--- config.mk ---
export PLATFORM = sky130hd
export DESIGN_NAME = uart_tx_fifo
export DESIGN_NICKNAME = d
export VERILOG_FILES = /design/src/rtl/uart_tx_fifo.sv
export SDC_FILE = /design/constraint.sdc
export NUM_CORES = 1
export LEC_CHECK = 0
export BUFFER_PORTS_ARGS = -buffer_cell sky130_fd_sc_hd__buf_2
export CAP_MARGIN = 10
export CORE_AREA = 2 2 96 98
export DETAILED_ROUTE_END_ITERATION = 8
export DIE_AREA = 0 0 98 100
export GPL_ROUTABILITY_DRIVEN = 0
export MAX_ROUTING_LAYER = met4
export PLACE_DENSITY = 0.51
export SYNTH_ARGS = -nofsm -noshare
export SYNTH_HDL_FRONTEND = slang
export SYNTH_SLANG_ARGS = --single-unit
--- constraint.sdc ---
create_clock -name i_Clk -period 2.78 [get_ports i_Clk]
set_input_delay 0.278 -clock i_Clk [delete_from_list [all_inputs] [get_ports i_Clk]]
set_output_delay 0.278 -clock i_Clk [all_outputs]
set_load 0.02 [all_outputs]
--- src/rtl/uart_tx_fifo.sv ---
// UART transmitter (8N1) fed by a small byte FIFO with a valid/ready write port.
// Queued bytes are sent back-to-back; the line idles high.
module uart_tx_fifo #(
  parameter int CLKS_PER_BIT = 217,
  parameter int FIFO_DEPTH   = 4
) (
  input  logic                          i_Clk,
  input  logic                          i_Rst_n,
  input  logic                          i_TX_DV,
  input  logic [7:0]                    i_TX_Byte,
  output logic                          o_TX_Ready,
  output logic                          o_TX_Serial,
  output logic                          o_TX_Active,
  output logic                          o_TX_Done,
  output logic [$clog2(FIFO_DEPTH):0]   o_FIFO_Count
);

  localparam int AW   = $clog2(FIFO_DEPTH);
  localparam int CW   = AW + 1;
  localparam int CNTW = $clog2(CLKS_PER_BIT);
  localparam logic [CNTW-1:0] LAST     = CNTW'(CLKS_PER_BIT - 1);
  localparam logic [CNTW-1:0] PRE_LAST = CNTW'(CLKS_PER_BIT - 2);

  typedef enum logic [1:0] {IDLE, START, DATA, STOP} state_t;

  // Reset asserts asynchronously, releases two edges after the input deasserts.
  logic [1:0] rst_sync;
  logic       rst_n;

  always_ff @(posedge i_Clk or negedge i_Rst_n) begin
    if (!i_Rst_n) rst_sync <= 2'b00;
    else          rst_sync <= {rst_sync[0], 1'b1};
  end
  assign rst_n = rst_sync[1];

  logic [7:0]    mem [FIFO_DEPTH];
  logic [AW-1:0] wptr, rptr;
  logic [CW-1:0] count;
  logic          push, pop;

  state_t        state, state_n;
  logic [CNTW-1:0] clk_cnt, clk_cnt_n;
  logic [2:0]    bit_idx, bit_idx_n;
  logic [7:0]    sh, sh_n;
  logic          line_n, bit_end;

  // Ready comes from the registered count, so a write while full is dropped
  // even when the transmitter pops on the same edge.
  assign o_TX_Ready   = (count < CW'(FIFO_DEPTH));
  assign push         = i_TX_DV & o_TX_Ready;
  assign o_FIFO_Count = count;
  assign o_TX_Active  = (state != IDLE);
  assign bit_end      = (clk_cnt == LAST);

  always_ff @(posedge i_Clk) begin
    if (push) mem[wptr] <= i_TX_Byte;
  end

  always_ff @(posedge i_Clk or negedge rst_n) begin
    if (!rst_n) begin
      wptr  <= '0;
      rptr  <= '0;
      count <= '0;
    end else begin
      if (push) wptr <= wptr + AW'(1);
      if (pop)  rptr <= rptr + AW'(1);
      case ({push, pop})
        2'b10:   count <= count + CW'(1);
        2'b01:   count <= count - CW'(1);
        default: count <= count;
      endcase
    end
  end

  always_comb begin
    state_n   = state;
    clk_cnt_n = clk_cnt;
    bit_idx_n = bit_idx;
    sh_n      = sh;
    line_n    = o_TX_Serial;
    pop       = 1'b0;
    case (state)
      IDLE: begin
        line_n = 1'b1;
        if (count != '0) begin
          pop       = 1'b1;
          sh_n      = mem[rptr];
          line_n    = 1'b0;
          clk_cnt_n = '0;
          state_n   = START;
        end
      end
      START: begin
        if (bit_end) begin
          line_n    = sh[0];
          sh_n      = {1'b0, sh[7:1]};
          clk_cnt_n = '0;
          bit_idx_n = '0;
          state_n   = DATA;
        end else begin
          clk_cnt_n = clk_cnt + CNTW'(1);
        end
      end
      DATA: begin
        if (bit_end) begin
          clk_cnt_n = '0;
          if (bit_idx == 3'd7) begin
            line_n  = 1'b1;
            state_n = STOP;
          end else begin
            line_n    = sh[0];
            sh_n      = {1'b0, sh[7:1]};
            bit_idx_n = bit_idx + 3'd1;
          end
        end else begin
          clk_cnt_n = clk_cnt + CNTW'(1);
        end
      end
      STOP: begin
        if (bit_end) begin
          clk_cnt_n = '0;
          // Chain straight into the next start bit when more data is queued.
          if (count != '0) begin
            pop     = 1'b1;
            sh_n    = mem[rptr];
            line_n  = 1'b0;
            state_n = START;
          end else begin
            state_n = IDLE;
          end
        end else begin
          clk_cnt_n = clk_cnt + CNTW'(1);
        end
      end
      default: state_n = IDLE;
    endcase
  end

  always_ff @(posedge i_Clk or negedge rst_n) begin
    if (!rst_n) begin
      state       <= IDLE;
      clk_cnt     <= '0;
      bit_idx     <= '0;
      sh          <= '0;
      o_TX_Serial <= 1'b1;
      o_TX_Done   <= 1'b0;
    end else begin
      state       <= state_n;
      clk_cnt     <= clk_cnt_n;
      bit_idx     <= bit_idx_n;
      sh          <= sh_n;
      o_TX_Serial <= line_n;
      // Registered so Done is high exactly during the stop bit's final cycle.
      o_TX_Done   <= (state == STOP) && (clk_cnt == PRE_LAST);
    end
  end

endmodule

==> impl_metrics.yaml, run 1 <==
synth:
  syn_area_per_cell_sq_um: 13.8
  synth_flop_cell: "edfxtp_1"
  synth_nets: 243
  ys_ff_latch: 64
  synthesis.instances: 217
  ys_types: 40
  synth-edff-count: 32
  syn_area_sq_mm: 0.00299
  synth_warnings: 0
  synth_seq_area_share_pct: 59.0
  async_flop_share_pct: 50.0
finish:
  drive_gt1_share_pct: 25.5
  final_common_cell: "edfxtp_1"
  nFillCells: 854
  n_antenna_cell: 0
  final_cell_mix: "edfxtp_1 (32), dfrtp_1 (31), buf_2 (17), inv_1 (14), ha_1 (14)"
  area_growth_pct: 15.7
  num-nets-final: 268
worst_hold_path:
  hp-class: "in2reg"
  hp-start: "i_TX_Byte[1]"
  hold_depth: 1
  hold_end: "mem[1][1]"
clock_network:
  cts_resized: 0
  cts_tree: "built"
  clk_latency_ps: 340
  cts_htree_levels: 3
  root_buffer: "clkbuf_8"
  postCtsSetupBuffers: 0
  cts_hold_buf: 1
  cts_buffer_depth: 2
  clk_pin_slew_ps: 80
  cts_buffers: 9
  cts_sinks: 64
placed_design:
  post-dp-hpwl_microns: 3480
  place_ws_ps: 370
  io_buffers: 17
timing:
  final-max-slew-violation-count: 0
  worstMarginPinSlew_ps: 599
  max_freq_mhz: 414
  clock_skew_ps: 7.18
  setup_tns_ps: 0
  rsz0062_at_grt: "no"
  fin_ws_ps: 366
  period_needed_ps: 2410
  hold_viol_final: 0
  relSlewSlack_pct: 60.1
  period_share_pct: 86.8
  setup_violations: 0
global_routing:
  overflow: 0
  grt_pass1_wl_microns: 8860
  antenna_found_initial: 0
  grt_max_degree: 31
  grtUsageTotal_pct: 12.0
  grt_pass1_vias: 1740
power_and_ir_drop:
  power_density_mw_per_mm2: 718
  peakVddDrop_uv: 340
  clkPwrFrac_pct: 40.6
  netSwitchingFraction_pct: 26.4
  p_int_mw: 1.83
  p_switching_mw: 0.656
  pwr-share-seq_pct: 47.2
  p_leak_nw: 1.43
  p_comb_share_pct: 12.2
  power_mw: 2.49
setup_path:
  cp.arrival_ps: 2680
  reg2reg_depth: 11
  rr_endpoint: "o_FIFO_Count[2]"
  crit_required_ps: 3050
  r2r_setup_slack_ps: 370
  r2r-start: "clk_cnt[0]"
  worstSetupStartpointType: "flop"
  crit_type: "reg2reg"
  crit_fanout: 3
  crit_path_end_kind: "flop"
floorplan:
  chipHeight_microns: 100
  rows: 35
  coreArea_sq_mm: 0.00889
  io_pins: 18
  fp.dieW_microns: 98
  initial_utilization_pct: 33.6
  dieArea_sq_mm: 0.00980
detailed_routing:
  viasPerCell: 4.73
  drt-total-wl_microns: 5130
  ant_nets: 0
  wl_per_cell_microns: 14.3
  drt_iter0_markers: 60
  route.detailed.drc: 0
  num_vias: 1694
  wl_met3_microns: 176
  drt-met1-wl_microns: 2500
  routed.top_layer: "met4"
  firstDrtPassIters: 4
  wl_met2_microns: 2380
run_status:
  status: "finished, final reports clean"
flow_run:
  cap_violations: 0
## how the worst max path moves through the flow
stage          depth (start not counted)        from               to  slack [ps]
2_1_floorplan                         12  clk_cnt[0]  o_FIFO_Count[2]         480
3_3_place_gp                          11  clk_cnt[0]  o_FIFO_Count[2]         440
3_5_place_dp                          11  clk_cnt[0]  o_FIFO_Count[2]         370
4_1_cts                               11  clk_cnt[0]  o_FIFO_Count[2]         340
5_1_grt                               11  clk_cnt[0]  o_FIFO_Count[2]         140
6_report                              11  clk_cnt[0]  o_FIFO_Count[2]         370
## power groups by stage
| stage | clock network, mW | logic, mW | registers [mW] |
|---|---|---|---|
| after floorplan | 0 | 0.192 | 1.21 |
| after global placement | 0 | 0.308 | 1.19 |
| after detailed placement | 0 | 0.311 | 1.20 |
| after CTS | 1.04 | 0.313 | 1.18 |
| after global routing | 1.09 | 0.348 | 1.19 |
| final | 1.01 | 0.303 | 1.17 |
## routing by layer
metal | vias up | global-route usage, %
met1 | 833 | 15.7
li1 | 829 | -
met2 | 25 | 17.5
met3 | 7 | 3.83
met4 | 0 | 4.81
met5 | - | -
## state kept, by name (all words and copies together), names as in the netlist, 3 cells and up
signal,count
bit_idx,3
o_FIFO_Count,3
mem,32
clk_cnt,8
sh,8
## critical path, stage by stage (launching register included)
cell and delay, ps:
dfrtp_1 400, inv_1 90, ha_1 140, and3b_1 190
a31oi_1 130, nor3_1 320, ha_1 250, inv_1 60
fa_1 370, xor2_1 150, nor2_1 110, xnor2_1 120
## logic make-up after synthesis
logic type | count (synthesis) | synth area share [%]
mux | 26 | 13.5
compound gates | 19 | 3.98
buf+inv | 23 | 3.51
fa+ha+maj | 15 | 6.53
other cells | 1 | 0.125
xor+xnor | 11 | 3.22
flops | 64 | 59.0
simple gates | 58 | 10.2
## final cells by class
| cell class | instances | area (sq um) | area share [%] |
|---|---|---|---|
| clock buffer | 9 | 124 | 3.58 |
| sequential | 64 | 1760 | 50.9 |
| tap | 111 | 139 | 4.01 |
| inverter | 14 | 52.6 | 1.52 |
| clock inverter | 7 | 128 | 3.69 |
| timing repair buffer | 23 | 133 | 3.83 |
| multi-input combinational | 130 | 1120 | 32.4 |
## through the flow
stage               instances  area, sq um  hold WS, ps  util [%]
global route              358         3460          126      38.9
floorplan                 217         2990        -17.6         -
finish                    358         3460          145      38.9
CTS                       358         3460          133      38.9
detailed placement        341         3200         64.5      36.0
global placement          341         3200         65.7      36.0
## cell usage after synthesis (3+ instances only)
library cell,n,area [sq um]
edfxtp_1,32,961
dfrtp_1,31,776
ha_1,14,175
inv_1,14,52.6
nor2_1,13,48.8
nand2_1,10,37.5
nand3_1,10,50.1
mux4_2,8,180
mux2_2,7,78.8
mux2_4,7,105
a21oi_1,6,30.0
nor3_1,6,30.0
o21ai_0,6,30.0
xnor2_1,6,52.6
clkbuf_1,5,18.8
xor2_1,5,43.8
and2_1,4,25.0
mux2i_1,4,40.0
buf_4,3,22.5
Note: power is estimated with default switching activity, not from simulation.
==> run 2: changes to the inputs <==
--- a/config.mk
+++ b/config.mk
@@ -11,5 +11,4 @@
 export DETAILED_ROUTE_END_ITERATION = 8
 export DIE_AREA = 0 0 98 100
-export GPL_ROUTABILITY_DRIVEN = 0
 export MAX_ROUTING_LAYER = met4
 export PLACE_DENSITY = 0.51
@@ -17,2 +16,3 @@
 export SYNTH_HDL_FRONTEND = slang
 export SYNTH_SLANG_ARGS = --single-unit
+export TNS_END_PERCENT = 100
==> constraint.sdc (replaced) <==
create_clock -name i_Clk -period 2.78 [get_ports i_Clk]
set_input_delay 0.139 -clock i_Clk [delete_from_list [all_inputs] [get_ports i_Clk]]
set_output_delay 0.139 -clock i_Clk [all_outputs]
set_load 0.02 [all_outputs]
==> impl_metrics.yaml, run 2 (same netlist as run 1, synthesis figures left out) <==
clock_network:
  cts_sinks: 64
  cts_resized: 0
  cts_buffer_depth: 2
  cts_buffers: 9
  cts_tree: "built"
  root_buffer: "clkbuf_8"
  clk_latency_ps: 340
  cts_htree_levels: 3
  clk_pin_slew_ps: 80
placed_design:
  place_ws_ps: 370
  post-dp-hpwl_microns: 3480
  routabilityCongestion: 0.714
  io_buffers: 17
timing:
  period_share_pct: 86.9
  max_freq_mhz: 414
  hold_viol_final: 0
  period_needed_ps: 2410
  fin_ws_ps: 365
  clock_skew_ps: 7.03
  setup_tns_ps: 0
  rsz0062_at_grt: "no"
  relSlewSlack_pct: 60.1
  worstMarginPinSlew_ps: 599
  setup_violations: 0
  final-max-slew-violation-count: 0
finish:
  top_regs: "mem x32, clk_cnt x8, sh x8"
  final_common_cell: "edfxtp_1"
  final_cell_mix: "edfxtp_1 (32), dfrtp_1 (31), buf_2 (17), inv_1 (14), ha_1 (14)"
  area_growth_pct: 17.7
  n_antenna_cell: 0
  multi_input_area_sq_mm: 0.00112
  nFillCells: 850
  num-nets-final: 274
  register_area_sq_mm: 0.00176
  regMostFlops: "mem"
  largest_register_ffs: 32
  drive_gt1_share_pct: 24.9
detailed_routing:
  num_vias: 1720
  drt-total-wl_microns: 5180
  firstDrtPassIters: 4
  ant_nets: 0
  route.detailed.drc: 0
  drt_iter0_markers: 69
  wl_per_cell_microns: 14.2
  viasPerCell: 4.73
setup_path:
  reg2reg_depth: 11
  cp.arrival_ps: 2680
  worstSetupStartpointType: "flop"
  crit_path_end_kind: "flop"
  r2r-start: "clk_cnt[0]"
  crit_required_ps: 3050
  crit_fanout: 3
  r2r_setup_slack_ps: 370
  crit_type: "reg2reg"
  rr_endpoint: "o_FIFO_Count[2]"
run_status:
  status: "finished, final reports clean"
global_routing:
  grt_pass1_wl_microns: 8890
  antenna_found_initial: 0
  grt_max_degree: 31
  overflow: 0
  grtUsageTotal_pct: 12.1
  grt_pass1_vias: 1749
worst_hold_path:
  hp-start: "i_TX_Byte[0]"
  hold_end: "mem[3][0]"
  hold_depth: 1
  hp-class: "in2reg"
power_and_ir_drop:
  clkPwrFrac_pct: 40.5
  p_leak_nw: 1.46
  pwr-share-seq_pct: 47.1
  p_int_mw: 1.84
  netSwitchingFraction_pct: 26.4
  peakVddDrop_uv: 341
  p_comb_share_pct: 12.4
  power_density_mw_per_mm2: 708
  p_switching_mw: 0.658
floorplan:
  initial_utilization_pct: 33.6
  chipHeight_microns: 100
  rows: 35
  fp.dieW_microns: 98
  coreArea_sq_mm: 0.00889
  io_pins: 18
  dieArea_sq_mm: 0.00980
flow_run:
  cap_violations: 0
==> run 2: changes by cell type in the layout (fill, tap and decap cells not counted), sizes merged <==
cell	delta
dlygate4sd3	+6
==> run 2: worst max path at each step <==
| stage | startpoint | endpoint |
|---|---|---|
| after global placement | clk_cnt[0] | o_FIFO_Count[2] |
| after CTS | clk_cnt[0] | o_FIFO_Count[2] |
| after global routing | clk_cnt[0] | o_FIFO_Count[2] |
| after detailed placement | clk_cnt[0] | o_FIFO_Count[2] |
| final | clk_cnt[0] | o_FIFO_Count[2] |
| after floorplan | clk_cnt[0] | o_FIFO_Count[2] |
==> run 2: power groups by stage <==
| stage | registers (mW) | clock network (mW) | logic (mW) |
|---|---|---|---|
| floorplan | 1.21 | 0 | 0.192 |
| global placement | 1.19 | 0 | 0.308 |
| detailed placement | 1.20 | 0 | 0.311 |
| CTS | 1.18 | 1.04 | 0.319 |
| global route | 1.19 | 1.09 | 0.355 |
| finish | 1.17 | 1.01 | 0.310 |
==> run 2: worst max-delay path, stage by stage, from the launching register on <==
cell     delay (ps)
dfrtp_1         400
inv_1            90
ha_1            140
and3b_1         190
a31oi_1         130
nor3_1          320
ha_1            250
inv_1            60
fa_1            370
xor2_1          150
nor2_1          110
xnor2_1         120
==> run 2: what timing repair did <==
| action | in CTS | in global routing |
|---|---|---|
| hold buffers | 7 | 0 |
| buffers inserted | 0 | 0 |
| hold endpoints to repair | 23 | 0 |
==> run 2: cell type report <==
type	instances	area share [%]
sequential	64	50.1
multi-input combinational	130	31.9
tap	111	3.94
inverter	14	1.49
clock inverter	7	3.62
clock buffer	9	3.52
timing repair buffer	29	5.47
==> run 2: per-stage QoR <==
step / power, mW / area (sq um) / util, % / hold slack, ps / instances
after floorplan: 1.40 / 2990 / - / -157 / 217
after global placement: 1.50 / 3200 / 36.0 / -73.3 / 341
after detailed placement: 1.51 / 3200 / 36.0 / -74.5 / 341
after CTS: 2.54 / 3520 / 39.6 / 7.73 / 364
after global routing: 2.64 / 3520 / 39.6 / 5.32 / 364
final: 2.49 / 3520 / 39.6 / 24.8 / 364
==> run 2: per-layer routing <==
layer / global-route usage [%] / vias to the layer above / routed length, microns
met5: - / - / 0
met4: 4.81 / 0 / 64
met3: 3.83 / 7 / 165
met2: 17.6 / 23 / 2410
met1: 15.7 / 848 / 2550
li1: - / 842 / -
